File: src/rtl/nand3_bist_seq.sv
// nand3_bist_seq
// Built-in self-test sequencer for a single NAND3X1 cell. It sweeps the
// cell's A/B/C pins through an 8-vector Gray sequence, so every step toggles
// exactly one input. Each vector is held SETTLE cycles, Y is sampled on the
// final edge of that window and compared with the ideal NAND3 value, and a
// saturating mismatch count plus a pass/fail flag are reported.
//
// Parameters:
//   SETTLE  cycles each vector is held before Y is sampled (1..255)
//   PASSES  full 8-vector sweeps per run (1..255)
//   ERR_W   width of the mismatch counter
//
// Ports:
//   clk          rising-edge clock
//   reset        synchronous, active-high reset
//   start        launches a run when sampled high in IDLE
//   abort        ends a run early (ignored in IDLE; wins over start)
//   dut_y        Y output of the cell under test
//   dut_a/b/c    registered drive to the cell's A/B/C pins
//   busy         high while a run is in progress
//   done         one-cycle pulse at the end of a run
//   pass         result of the last run, valid from done until next start
//   err_cnt      mismatch count, saturates at all-ones
//   vec_idx      sweep index 0..7 of the vector currently driven
//   state_dbg    current FSM state (debug)
//
// Optional feature (macro NAND3_BIST_FAILLOG_EN):
//   fail_vec     {c,b,a} vector of the first mismatch in the run
//   fail_valid   high once fail_vec holds a captured vector
//
// Handshake: start and abort are level-sampled single-cycle requests; there
// is no ready signal. start is only honoured in IDLE, abort only in RUN, and
// an accepted request takes effect at the edge that samples it.

module nand3_bist_seq #(
  parameter int SETTLE = 4,
  parameter int PASSES = 2,
  parameter int ERR_W  = 8
) (
  input  logic             clk,
  input  logic             reset,
  input  logic             start,
  input  logic             abort,
  input  logic             dut_y,
  output logic             dut_a,
  output logic             dut_b,
  output logic             dut_c,
  output logic             busy,
  output logic             done,
  output logic             pass,
  output logic [ERR_W-1:0] err_cnt,
  output logic [2:0]       vec_idx,
  output logic [1:0]       state_dbg
`ifdef NAND3_BIST_FAILLOG_EN
  ,
  output logic [2:0]       fail_vec,
  output logic             fail_valid
`endif
);

  localparam logic [1:0] ST_IDLE = 2'd0;
  localparam logic [1:0] ST_RUN  = 2'd1;
  localparam logic [1:0] ST_DONE = 2'd2;

  localparam logic [7:0]       SETTLE_RELOAD = 8'(SETTLE - 1);
  localparam logic [7:0]       LAST_PASS     = 8'(PASSES - 1);
  localparam logic [ERR_W-1:0] ERR_MAX       = '1;

  logic [1:0]       state;
  logic [7:0]       settle_cnt;
  logic [7:0]       pass_cnt;

  logic [2:0]       pins;
  logic             mismatch;
  logic [ERR_W-1:0] err_next;
  logic [2:0]       idx_next;
  logic             last_sample;

  // Sweep index to pin vector {c,b,a}: binary-reflected Gray code.
  function automatic logic [2:0] gray3(input logic [2:0] i);
    return i ^ (i >> 1);
  endfunction

  assign state_dbg   = state;
  assign pins        = {dut_c, dut_b, dut_a};
  assign mismatch    = (dut_y != ~(&pins));
  assign err_next    = (mismatch && (err_cnt != ERR_MAX)) ? err_cnt + 1'b1 : err_cnt;
  assign idx_next    = vec_idx + 3'd1;
  assign last_sample = (vec_idx == 3'd7) && (pass_cnt == LAST_PASS);

  always_ff @(posedge clk) begin
    if (reset) begin
      state                 <= ST_IDLE;
      settle_cnt            <= '0;
      pass_cnt              <= '0;
      {dut_c, dut_b, dut_a} <= 3'b000;
      busy                  <= 1'b0;
      done                  <= 1'b0;
      pass                  <= 1'b0;
      err_cnt               <= '0;
      vec_idx               <= 3'd0;
`ifdef NAND3_BIST_FAILLOG_EN
      fail_vec              <= 3'b000;
      fail_valid            <= 1'b0;
`endif
    end else begin
      case (state)
        ST_IDLE: begin
          done <= 1'b0;
          if (start) begin
            state                 <= ST_RUN;
            err_cnt               <= '0;
            pass                  <= 1'b0;
            vec_idx               <= 3'd0;
            {dut_c, dut_b, dut_a} <= 3'b000;
            settle_cnt            <= SETTLE_RELOAD;
            pass_cnt              <= '0;
            busy                  <= 1'b1;
`ifdef NAND3_BIST_FAILLOG_EN
            fail_vec              <= 3'b000;
            fail_valid            <= 1'b0;
`endif
          end
        end

        ST_RUN: begin
          if (abort) begin
            // No sample on the abort edge; err_cnt keeps its value.
            state                 <= ST_DONE;
            pass                  <= 1'b0;
            {dut_c, dut_b, dut_a} <= 3'b000;
            vec_idx               <= 3'd0;
            busy                  <= 1'b0;
            done                  <= 1'b1;
          end else if (settle_cnt != 8'd0) begin
            settle_cnt <= settle_cnt - 8'd1;
          end else begin
            // Sample edge: score Y against the vector held this window.
            err_cnt <= err_next;
`ifdef NAND3_BIST_FAILLOG_EN
            if (mismatch && !fail_valid) begin
              fail_vec   <= pins;
              fail_valid <= 1'b1;
            end
`endif
            if (last_sample) begin
              state                 <= ST_DONE;
              pass                  <= (err_next == '0);
              {dut_c, dut_b, dut_a} <= 3'b000;
              vec_idx               <= 3'd0;
              busy                  <= 1'b0;
              done                  <= 1'b1;
            end else begin
              vec_idx               <= idx_next;
              {dut_c, dut_b, dut_a} <= gray3(idx_next);
              settle_cnt            <= SETTLE_RELOAD;
              if (vec_idx == 3'd7) begin
                pass_cnt <= pass_cnt + 8'd1;
              end
            end
          end
        end

        ST_DONE: begin
          done  <= 1'b0;
          state <= ST_IDLE;
        end

        default: begin
          state <= ST_IDLE;
        end
      endcase
    end
  end

endmodule

File: config.mk
export PLATFORM = sky130hd
export DESIGN_NAME = nand3_bist_seq
export DESIGN_NICKNAME = d
export VERILOG_FILES = /design/src/rtl/nand3_bist_seq.sv
export SDC_FILE = /design/constraint.sdc
export NUM_CORES = 1
export LEC_CHECK = 0
export ABC_AREA = 1
export BUFFER_PORTS_ARGS = -buffer_cell sky130_fd_sc_hd__buf_2
export CORE_MARGIN = 5
export CORE_UTILIZATION = 45
export CTS_CLUSTER_DIAMETER = 100
export DETAILED_ROUTE_END_ITERATION = 12
export PLACE_DENSITY_LB_ADDON = 0.3
export SLEW_MARGIN = 20
export SYNTH_ARGS = -nofsm -noshare
export SYNTH_HDL_FRONTEND = slang
export SYNTH_SLANG_ARGS = --single-unit
File: constraint.sdc
create_clock -name clk -period 1.4 [get_ports clk]
set_input_delay 0.28 -clock clk [delete_from_list [all_inputs] [get_ports clk]]
set_output_delay 0.28 -clock clk [all_outputs]
set_load 0.03 [all_outputs]
## Word-level counts from Yosys, hierarchy flattened

Cells that the tools add are included.

- Word-level logic and storage cells: 98
- Register bits: 35
- Output and inout bits: 19
- Input port bits: 5

- Bitwise gates (word level): 2
- Reductions and logical operators: 16
- Add/sub/neg operators: 4
- Equality and inequality tests: 14
- Muxes and demuxes: 51

Operators with widths:

| operator | count |
|---|---|
| $mux 8 | 12 |
| $pmux 8 s2 | 3 |
| $mux 1 | 20 |
| $add 8x1->8 const B | 2 |
| $mux 3 | 4 |
| $pmux 1 s2 | 6 |
| $reduce_and 3->1 | 4 |
| $reduce_and 4->1 | 3 |
| $ne 2x2->1 const B | 5 |
| $ne 3x3->1 const B | 3 |
| $eq 8x1->1 const B | 1 |
| $logic_not 8->1 | 1 |
| $mux 2 | 4 |
| $ne 8x8->1 const B | 1 |
| $reduce_bool 8->1 | 1 |
| $sub 8x1->8 const B | 1 |
| $pmux 3 s2 | 1 |
| $reduce_and 6->1 | 1 |
| $pmux 2 s2 | 1 |
| $reduce_bool 2->1 | 2 |
| $add 3x1->3 const B | 1 |
| $eq 3x3->1 const B | 1 |
| $xor 3x2->3 | 1 |
| $eq 2x1->1 const B | 1 |
| other kinds (6) | 7 |

## Longest topological paths before layout

- Depth in word-level cells: 10
- Gate-level depth with buffers: 12

## Worst setup path after synthesis

OpenSTA, ideal clock, no wires.

- Path type: register to register
- Start point: reg err_cnt[1]
- End point: reg pass
- Path slack: -0.329 ns
- Clock period less this slack: 1.729 ns
- Arrival time: 1.610 ns
- Buffers on the path: 0
- Library setup time: 0.119 ns
- Stages on the path, launching flop included: 11
- Cell sequence: dfxtp_1 ha_1 nand3_1 inv_1 nand2_1 nand2_2 nand2_1 o21ai_0 nor2_1 nand2_1 o21bai_1

- Cells in the longest elaborated chain, start to end: 8
- Elaborated cells between the ends (all ways): 9
- Classes of those cells: 1 x add/sub; 1 x eq/ne; 5 x mux; 2 x reduce/logical

RTL lines:

| what | RTL line | RTL |
|---|---|---|
| start, declared | 51 | `output logic [ERR_W-1:0] err_cnt,` |
| start signal, assigned | 139 | `err_cnt <= err_next;` |
| branches (longest 2 deep; another with $add 8x1->8) | -- |  |
| $mux 8 * | 87 | `assign err_next = (mismatch && (err_cnt != ERR_MAX)) ? err_cnt + 1'b1 : err_cnt;` |
| $logic_not 8->1 * | 148 | `pass <= (err_next == '0);` |
| $mux 1 * | 146 | `if (last_sample) begin` |
| $mux 1 * | 135 | `end else if (settle_cnt != 8'd0) begin` |
| $mux 1 * | 127 | `if (abort) begin` |
| $pmux 1 s2 * | 107 | `case (state)` |
| end signal, assigned | 148 |  |
| end, declared | 50 | `output logic pass,` |

Mark *: on every way between the ends. The select of a mux whose other input is x is not followed.
A chain may end at the register's enable or synchronous reset.

## Worst setup path after layout

- Start point: reg pass_cnt[0]
- End point: reg settle_cnt[5]

- Cells in the longest elaborated chain, start to end: 4

RTL lines:

| what | RTL line | RTL |
|---|---|---|
| start, declared | 71 | `logic [7:0] pass_cnt;` |
| start signal, assigned | 158 | `pass_cnt <= pass_cnt + 8'd1;` |
| $eq 8x1->1 | 89 | `assign last_sample = (vec_idx == 3'd7) && (pass_cnt == LAST_PASS);` |
| $logic_and 1x1->1 | 89 |  |
| $ne 3x3->1 (no line) | -- |  |
| $reduce_and 4->1 (no line) | -- |  |
| end signal, assigned | 136 | `settle_cnt <= settle_cnt - 8'd1;` |
| end, declared | 70 | `logic [7:0] settle_cnt;` |

Every way passes these cells.

==> run summary <==
status = complete, but fails checks
failing checks = setup timing
CTS tree = built
CTS Buffer Depth = 2
Tmin final = 1.52 ns
Core Area = 4750 µm²
global-route layer with the greatest usage = met2
CP required = 1.63 ns
slowest CP cell = dfxtp_2
depth of the CTS H-tree = 2
gr ovfl total = 0
final worst slack = -0.118 ns
DRC viols = 0
GRT met3 Usage = 3.92%
die area = 6430 µm²
Hold Vio Cnt, Final = 0
met2 Use GR = 35.0%
Logic pwr share = 33.1%
Area after DPL = 2910 µm²
crit share post-route = 108%
clk_lat worst skew = 0.29 ns
RePlAce Congestion = 0.914
synth warn = 0
routed vias/inst = 4.95
largest net degree at the start of global routing = 27
Worst VDD drop = 522 µV
CP cell instances = ha_4 > nand2_4 > nor2_4 > nand3_2 > nand2_2 > inv_2 > nor2_4 > buf_12 > nand3_1 > a21oi_2
Iteration-0 DRC Markers = 89
Worst Setup End Kind = flip-flop
Filler cells = 394
die height = 80.2 µm
max incr delay on CP = 0.38 ns
Hold Buf Count CTS = 0
initial antenna violation count = 0
Worst Tran Pin Value = 0.334 ns
Worst-path clk slew = 0.07 ns
most common cell after layout, fill and taps aside = nand2_1
Area contributors post-synth = dfxtp_1, nand2_1, nand3_1
Final nets = 428
Multi-input gate area = 1620 µm²
Starting Density = 46.6%
post-synthesis register bit count = 34
Area Growth Syn to Fin = 47.6%
register area share after synthesis = 30.7%
critical path type = flip-flop to flip-flop
Post-Syn Area = 2220 µm²
first-pass GRT wire length = 10600 µm
vias in the first global route = 2360
Num CTS Buffers = 5
worst min path class = primary input to flip-flop
fin. max-slew vios = 0
Mean Syn Cell Area = 6.65 µm²
Synth area leader = dfxtp_1
I/O pin total = 24
P_leak = 1.47 nW
Final Cell Area = 3270 µm²
layout cell share with drive strength beyond 1 = 44.1%
Net Sw Frac = 34.5%
Detail Route Antenna Nets = 0
Sequential Power Share = 38.4%
cell mode on critical path = nor2_4
met1 usage = 26.6%
Clock Sinks = 34
FP Rows = 25
Register Area = 709 µm²
Setup TNS = -2.08 ns
Slew HR = 77.7%
Clock power frac = 28.5%
Total GRT Usage = 20.7%
startpoint class of the critical path = flip-flop
final setup vio count = 26
Max Clock Freq = 0.659 GHz
Root Driver = clkbuf_8
port bufs = 23
RSZ-0062 raised after global routing = yes
Initial DRT Pass Iterations = 4
Synth top area share = 30.7%
via count = 2396
DIE WIDTH = 80.2 µm
ANT cells = 0
Syn Nets = 345
switching power total = 929 µW
CP max FO = 6
Synth cell types = 32
number of max-cap violations = 0
Cell Int Power = 1.76 mW
dpl hpwl = 4540 µm
most frequent cells in the layout = nand2_1, buf_4, nand3_1
Cell Pwr Density = 822 nW/µm²
clk_skew = 0.00419 ns
drt total wl = 6220 µm
wire per inst = 12.8 µm
post-synthesis instance total = 333
data arrival time of the worst path = 1.75 ns
==> worst max-delay path, delay by kind of cell, from the launching register on <==
family                   cells  cell delay (ns)
AND/OR/NAND/NOR              6             0.60
adder cells (fa/ha/maj)      1             0.16
buffers and inverters        2             0.19
flip-flops                   1             0.38
AO/OA/AOI/OAI                1             0.12
==> area by class of cell <==
| class | instances | area share (%) |
|---|---|---|
| repair buffers | 81 | 17.8 |
| well taps | 67 | 2.56 |
| clock buffers | 7 | 2.64 |
| multi-input cells | 251 | 49.7 |
| clock inverters | 1 | 0.153 |
| inverters | 43 | 5.51 |
| flip-flops and latches | 34 | 21.7 |
==> kinds of logic (layout without fill, tap and decap cells) <==
kind of cell               count (synthesis)  count (layout)  share of synthesized area, %
and+or+nand+nor                          195             195                          43.4
DFF                                       34              34                          30.7
xor gates and xnor gates                   9               9                          3.56
buffers and inverters                     48             132                          8.70
adders and majority gates                  7               7                          3.95
AOI/OAI and AO/OA                         40              40                          9.66
==> through the flow <==
step	power (mW)	utilization, %	cells	hold slack, ns	worst slack, ns
floorplan	1.56	-	333	0.468	-0.0465
global placement	1.80	61.3	471	0.450	-0.0218
detailed placement	1.81	61.3	471	0.458	-0.0842
CTS	2.61	64.5	481	0.466	-0.0780
global route	2.84	68.8	484	0.498	-0.202
finish	2.69	68.8	484	0.459	-0.118
==> cells in the mapped netlist, drive strengths merged <==
master and n:
nand3 39, o21ai 10, or2 2, clkinv 2
nand4 6, clkbuf 3, nor2 42, xor2 8
dfxtp 34, o21bai 2, inv 41, o211a 1
nand3b 1, nor3 8, buf 2, xnor2 1
nand2 97, ha 7, a21oi 27
==> path summary, 6_finish.rpt <==
| check | start | to | slack [ns] | cells after the start |
|---|---|---|---|---|
| setup / recovery | pass_cnt[0]$_SDFFE_PP0P_ | settle_cnt[5]$_SDFFE_PP0P_ | -0.12 | 10 |
| hold / removal | reset | settle_cnt[1]$_SDFFE_PP0P_ | 0.46 | 5 |
| setup reg to reg | pass_cnt[0]$_SDFFE_PP0P_ | settle_cnt[5]$_SDFFE_PP0P_ | -0.12 | 10 |
| hold reg to reg | done$_SDFFE_PP0P_ | done$_SDFFE_PP0P_ | 0.47 | 2 |
==> power by group through the flow <==
stage	registers (mW)	clock network (mW)	logic (mW)
2_1_floorplan	1.10	0	0.461
3_3_place_gp	1.05	0	0.750
3_5_place_dp	1.05	0	0.760
4_1_cts	1.03	0.779	0.802
5_1_grt	1.04	0.840	0.962
6_report	1.03	0.766	0.890
==> timing repair <==
action | in CTS | in global routing
endpoints found under the hold margin | 0 | 0
pin swaps | 29 | 20
gates cloned | 0 | 0
setup endpoints to repair | 27 | 34
resized for setup | 18 | 52
buffers inserted | 2 | 4
==> metal layers <==
metal	routed length, µm	vias to the layer above
met4	93	0
met5	0	-
met2	3090	57
met3	295	12
li1	-	1242
met1	2740	1085
==> sequential cells by signal, indices dropped and copies added, names as in the netlist, 2 cells and up <==
signal,cells
err_cnt,8
pass_cnt,8
settle_cnt,8
state_dbg,2
vec_idx,2
No activity file was read; power rests on OpenSTA's default activity.
